--- config.mk ---
export PLATFORM = sky130hd
export DESIGN_NAME = dbus_interface
export DESIGN_NICKNAME = d
export VERILOG_FILES = /design/src/rtl/dbus_interface.sv
export SDC_FILE = /design/constraint.sdc
export NUM_CORES = 1
export LEC_CHECK = 0
export ABC_AREA = 1
export BUFFER_PORTS_ARGS = -buffer_cell sky130_fd_sc_hd__buf_2
export CORE_ASPECT_RATIO = 0.8
export CORE_UTILIZATION = 40
export CTS_BUF_LIST = sky130_fd_sc_hd__clkbuf_8
export DETAILED_ROUTE_END_ITERATION = 12
export GPL_ROUTABILITY_DRIVEN = 0
export PLACE_DENSITY_LB_ADDON = 0.12
export REMOVE_ABC_BUFFERS = 1
export SYNTH_ARGS = -nofsm -noshare
export SYNTH_HDL_FRONTEND = slang
export SYNTH_SLANG_ARGS = --single-unit
--- constraint.sdc ---
create_clock -name clk -period 3.7 [get_ports clk]
set_input_delay 0.37 -clock clk [delete_from_list [all_inputs] [get_ports clk]]
set_output_delay 0.37 -clock clk [all_outputs]
set_load 0.01 [all_outputs]
--- src/rtl/dbus_interface.sv ---
// Data-side bus unit: runs one memory-stage load/store as a single Wishbone-classic cycle.
// Optional bus watchdog is enabled by defining DBUS_TIMEOUT_EN.
module dbus_interface #(
  parameter int unsigned TIMEOUT_CYCLES = 255
) (
  input  logic        clk,
  input  logic        rst_n,
  input  logic [31:0] mem_address,
  input  logic [31:0] mem_store_data,
  input  logic [1:0]  mem_size,
  input  logic        mem_signed,
  input  logic        mem_load,
  input  logic        mem_store,
  input  logic        pipeline_stall,
  output logic [31:0] mem_load_data,
  output logic        mem_busy,
  output logic        mem_fault,
  output logic        wb_cyc_o,
  output logic        wb_stb_o,
  output logic        wb_we_o,
  output logic [29:0] wb_adr_o,
  output logic [3:0]  wb_sel_o,
  output logic [31:0] wb_dat_o,
  input  logic [31:0] wb_dat_i,
  input  logic        wb_ack_i,
  input  logic        wb_err_i,
  output logic [1:0]  dbg_state
);

  // Handshake: the memory stage holds its request until mem_busy drops (DONE); the
  // request is consumed when DONE is left, i.e. at the first edge with pipeline_stall low.
  typedef enum logic [1:0] {
    S_IDLE = 2'd0,
    S_BUS  = 2'd1,
    S_DONE = 2'd2
  } state_t;

  state_t      r_state;
  state_t      w_next;
  logic        w_req;
  logic        w_busy;
  logic        w_timeout;
  logic        w_end;
  logic        w_fault;
  logic [3:0]  w_sel;
  logic [31:0] w_wdat;
  logic [7:0]  w_byte;
  logic [15:0] w_half;
  logic [31:0] w_fmt;

  logic        r_cyc;
  logic        r_we;
  logic [29:0] r_adr;
  logic [3:0]  r_sel;
  logic [31:0] r_dat;
  logic [1:0]  r_size;
  logic        r_signed;
  logic [1:0]  r_off;
  logic [31:0] r_load_data;
  logic        r_fault;

  assign w_req   = mem_load | mem_store;
  assign w_end   = wb_ack_i | wb_err_i | w_timeout;
  assign w_fault = wb_err_i | w_timeout;

  always_comb begin
    w_sel  = 4'b1111;
    w_wdat = mem_store_data;
    case (mem_size)
      2'b00: begin
        w_sel  = 4'b0001 << mem_address[1:0];
        w_wdat = {4{mem_store_data[7:0]}};
      end
      2'b01: begin
        w_sel  = mem_address[1] ? 4'b1100 : 4'b0011;
        w_wdat = {2{mem_store_data[15:0]}};
      end
      default: ;
    endcase
  end

  // Load formatting uses the lane offset captured at request time.
  assign w_byte = wb_dat_i[{r_off, 3'b000} +: 8];
  assign w_half = r_off[1] ? wb_dat_i[31:16] : wb_dat_i[15:0];

  always_comb begin
    w_fmt = wb_dat_i;
    case (r_size)
      2'b00:   w_fmt = {{24{r_signed & w_byte[7]}}, w_byte};
      2'b01:   w_fmt = {{16{r_signed & w_half[15]}}, w_half};
      default: ;
    endcase
  end

`ifdef DBUS_TIMEOUT_EN
  logic [31:0] r_wdog;

  always_ff @(posedge clk or negedge rst_n) begin
    if (!rst_n) begin
      r_wdog <= '0;
    end else if (r_state != S_BUS) begin
      r_wdog <= '0;
    end else if (!wb_ack_i && !wb_err_i) begin
      r_wdog <= r_wdog + 32'd1;
    end
  end

  assign w_timeout = (r_state == S_BUS) && !wb_ack_i && !wb_err_i &&
                     (r_wdog == TIMEOUT_CYCLES - 32'd1);
`else
  assign w_timeout = 1'b0;
`endif

  always_comb begin
    w_next = r_state;
    w_busy = 1'b0;
    case (r_state)
      S_IDLE: begin
        w_busy = w_req;
        if (w_req) w_next = S_BUS;
      end
      S_BUS: begin
        w_busy = 1'b1;
        if (w_end) w_next = S_DONE;
      end
      S_DONE: begin
        if (!pipeline_stall) w_next = S_IDLE;
      end
      default: w_next = S_IDLE;
    endcase
  end

  always_ff @(posedge clk or negedge rst_n) begin
    if (!rst_n) begin
      r_state     <= S_IDLE;
      r_cyc       <= 1'b0;
      r_we        <= 1'b0;
      r_adr       <= '0;
      r_sel       <= '0;
      r_dat       <= '0;
      r_size      <= '0;
      r_signed    <= 1'b0;
      r_off       <= '0;
      r_load_data <= '0;
      r_fault     <= 1'b0;
    end else begin
      r_state <= w_next;
      case (r_state)
        S_IDLE: begin
          if (w_req) begin
            r_cyc    <= 1'b1;
            r_we     <= mem_store & ~mem_load;
            r_adr    <= mem_address[31:2];
            r_sel    <= w_sel;
            r_dat    <= w_wdat;
            r_size   <= mem_size;
            r_signed <= mem_signed;
            r_off    <= mem_address[1:0];
          end
        end
        S_BUS: begin
          if (w_end) begin
            r_cyc   <= 1'b0;
            r_fault <= w_fault;
            if (!r_we && wb_ack_i && !wb_err_i) r_load_data <= w_fmt;
          end
        end
        S_DONE: begin
          if (!pipeline_stall) r_fault <= 1'b0;
        end
        default: ;
      endcase
    end
  end

  assign mem_busy      = w_busy;
  assign mem_fault     = r_fault;
  assign mem_load_data = r_load_data;
  assign wb_cyc_o      = r_cyc;
  assign wb_stb_o      = r_cyc;
  assign wb_we_o       = r_we;
  assign wb_adr_o      = r_adr;
  assign wb_sel_o      = r_sel;
  assign wb_dat_o      = r_dat;
  assign dbg_state     = r_state;

endmodule

==> results.md <==
* Initial antenna violation count at 1
* Crit path DAT at around 2.2 ns
* Final WS setup at between 1.5 and 2 ns
* Comb power frac at 0.458
* Routed wire length at 13.3 mm
* Final instance area at between 6000 and 7000 um2
* Die X at approximately 130 um
* IO Port Bufs at 210
* Hold path depth at 3
* Gate Count Post-Synth at 626
* CTS Buf Count at 9
* Post-CTS setup buffers at 0
* Vias in the first global route at around 4400
* Endpoints failing hold at 0
* Via/cell ratio at around 4.6
* CP Class: reg -> reg
* DRT iter0 DRCs at roughly 280
* Residual DRC at 0
* Worst-margin pin slew at 1.11 ns
* RSZ-0062 raised after global routing: no
* DP HPWL at about 9.4 mm
* Critical path cell sequence: inv_2, nand2_1, nand2_1, nand2_2, nand3_2, nand2_4, a21oi_1
* HP Class: in -> reg
* Count of cell types in the netlist at 28
* Crit path max fanout at 24
* Cell family with most CP delay: flip-flops
* WHS Endpoint: wb_adr_o[10]$_DFFE_PN0P_
* CTS hold repair buffers at 0
* Power per cell area at 814 nW/um2
* Register bit total from synthesis at about 110
* P_leak at ~3.5 nW
* Largest stage delay, worst path at roughly 0.82 ns
* Total GRT Usage at 0.212
* Cell mode on critical path: nand2_1
* # nets final at slightly above 900
* Cells on worst reg2reg path at 7
* Worst Skew at 0.0136 ns
* Largest net degree at the start of global routing at 88
* Max Clock Freq at slightly above 500 MHz
* Sum Neg Setup Slack at 0 ns
* # IOs at roughly 210
* Resize count post-CTS at 0
* Sequential fraction of the synthesis area at 0.540
* ANT nets after route at 0
* Clock share of power at 0.130
* Root Buffer: clkbuf_8
* DRT Pass-1 Iters at 4
* Startpoint types: register
* Worst setup EP type: register
* R2R setup slack at ~1.7 ns
* Synth top area cells: dfrtp_1 (54%), nand2_1 (18%), a21oi_1 (6.2%)
* Slew Limit Headroom at 0.258
* Fin. max-slew vios at 0
* Routed vias at approximately 4600
* Clk_lat worst skew at 0.38 ns
* Dpl cell area at around 6200 um2
* Switching Share at 0.430
* Internal power at around 0.0029 W
* Worst hold start: mem_address[12]
* Clock transition at the registers of the reported paths at around 0.1 ns
* Area growth, synth to finish at 26.5%
* Core area at roughly 12000 um2
* Layout cells sized above 1 at 0.312
* Final setup fails at 0
* Yosys top cell area share at 0.540
* Synth area leader: dfrtp_1
* Sequential power share at 0.413
* Clock Tree Buf Depth at 2
* R2R Path Start: r_off[1]$_DFFE_PN0P_
* Ys Warns at 0
* Die area at around 13000 um2
* Initial Util at 0.410
* Syn Area/Cell at about 8 um2
* First-pass GRT wire length at 21.4 mm
* Crit path buf inv count at 1
* Max Cap Violations at 0
* CP max-delay cell: dfrtp_1
* Final worst path period share at 0.532
* Final min period at around 2.0 ns
* CTS tree: built
* Place WS at ~1.7 ns
* Switching pwr at approximately 0.0022 W
* Rows at 36
* Synthesized area at ~5000 um2
* WP data required at between 3 and 4 ns
* Worst r2r dst: mem_load_data[18]$_DFFE_PN0P_
* Mean routed wirelength per cell at roughly 13 um
* CTS sink cnt at roughly 110
* Outcome: finished, final reports clean
* Worst vdd rail ir drop at ~360 uV
* Die Y at slightly above 100 um
* # H-tree levels at 3
* Grt ovf at 0
==> cells in the final DEF, fill, tap and decap left out, types with 3 or more instances in the layout <==
cell type  Yosys  layout
buf_4          1       6
buf_2         15     209
nand4_1        6       6
or2_1          5       5
clkinv_2       0       3
inv_2          5       5
nand2_1      235     235
a21oi_1       62      62
nor3_1         3       3
nand3_1        9       9
clkbuf_8       0      11
nor2_1        40      40
a21oi_2       10      10
o21ai_0       62      62
inv_1         32      33
dfrtp_1      108     108
==> worst max path at each step <==
stage                               from                             to  slack [ns]  cells past startpoint
finish              r_off[1]$_DFFE_PN0P_  mem_load_data[18]$_DFFE_PN0P_        1.73                      7
global route        r_off[1]$_DFFE_PN0P_  mem_load_data[19]$_DFFE_PN0P_        1.48                      7
CTS                 r_off[1]$_DFFE_PN0P_  mem_load_data[19]$_DFFE_PN0P_        1.72                      7
detailed placement           mem_size[1]       wb_dat_o[26]$_DFFE_PN0P_        1.68                      6
global placement               mem_store           r_off[0]$_DFFE_PN0P_        1.69                      5
floorplan                      mem_store           r_off[0]$_DFFE_PN0P_        0.41                      3
==> power by group through the flow <==
stage               Sequential (W)  Clock, W  Combinational (W)
floorplan                  0.00240         0            0.00112
global placement           0.00213         0            0.00235
detailed placement         0.00214         0            0.00241
CTS                        0.00213  0.000702            0.00240
global route               0.00221  0.000753            0.00269
finish                     0.00213  0.000668            0.00236
==> synthesized netlist by cell type, drive strengths merged <==
cell,count
nand2,239
dfrtp,108
a21oi,72
o21ai,63
nor2,43
inv,38
buf,18
clkbuf,16
nand3,10
nand4,7
or2,6
nor3,3
clkinv,1
o21bai,1
o22ai,1
==> flip-flops by register name, summed over array words and instances, names as in the netlist <==
signal / count
mem_fault: 1
dbg_state: 2
mem_load_data: 32
wb_dat_o: 32
wb_sel_o: 4
r_off: 2
wb_we_o: 1
r_size: 2
wb_cyc_o: 1
wb_adr_o: 30
r_signed: 1
==> stage by stage <==
step           total power [W]  hold WS [ns]   util  std cells
5_1_grt                0.00565         0.147  0.519        995
4_1_cts                0.00523         0.149  0.519        994
2_1_floorplan          0.00353        0.0744      -        592
6_report               0.00516         0.175  0.519        995
3_3_place_gp           0.00448         0.458  0.504        978
3_5_place_dp           0.00454         0.462  0.504        978
==> final cells by class <==
class / count / area (um2)
fillers: 1232 / 5870
flip-flops and latches: 108 / 2700
multi-input cells: 445 / 2000
repair buffers: 215 / 1090
well taps: 171 / 214
clock buffers: 11 / 151
inverters: 39 / 151
clock inverters: 5 / 27.5
diodes: 1 / 2.50
==> cell families (layout without fill, tap and decap cells) <==
group	Yosys count	count (layout)	synth area share
DFF	108	108	0.540
other	0	1	0
buffers and inverters	73	270	0.0632
and+or+nand+nor	308	308	0.251
AOI/OAI and AO/OA	137	137	0.146
==> tightest hold or removal path, stage by stage <==
cell     delay (ns)
buf_2          0.08
nand2_1        0.04
nand2_1        0.04
==> per-layer routing <==
metal | part of all wire | vias to the layer above | global-route usage
met3 | 0.081 | 14 | 0.0791
met2 | 0.45 | 166 | 0.329
li1 | - | 2376 | -
met4 | 0.011 | 0 | 0.0559
met5 | 0 | - | 0
met1 | 0.46 | 2060 | 0.281
No activity file was read; power rests on OpenSTA's default activity.
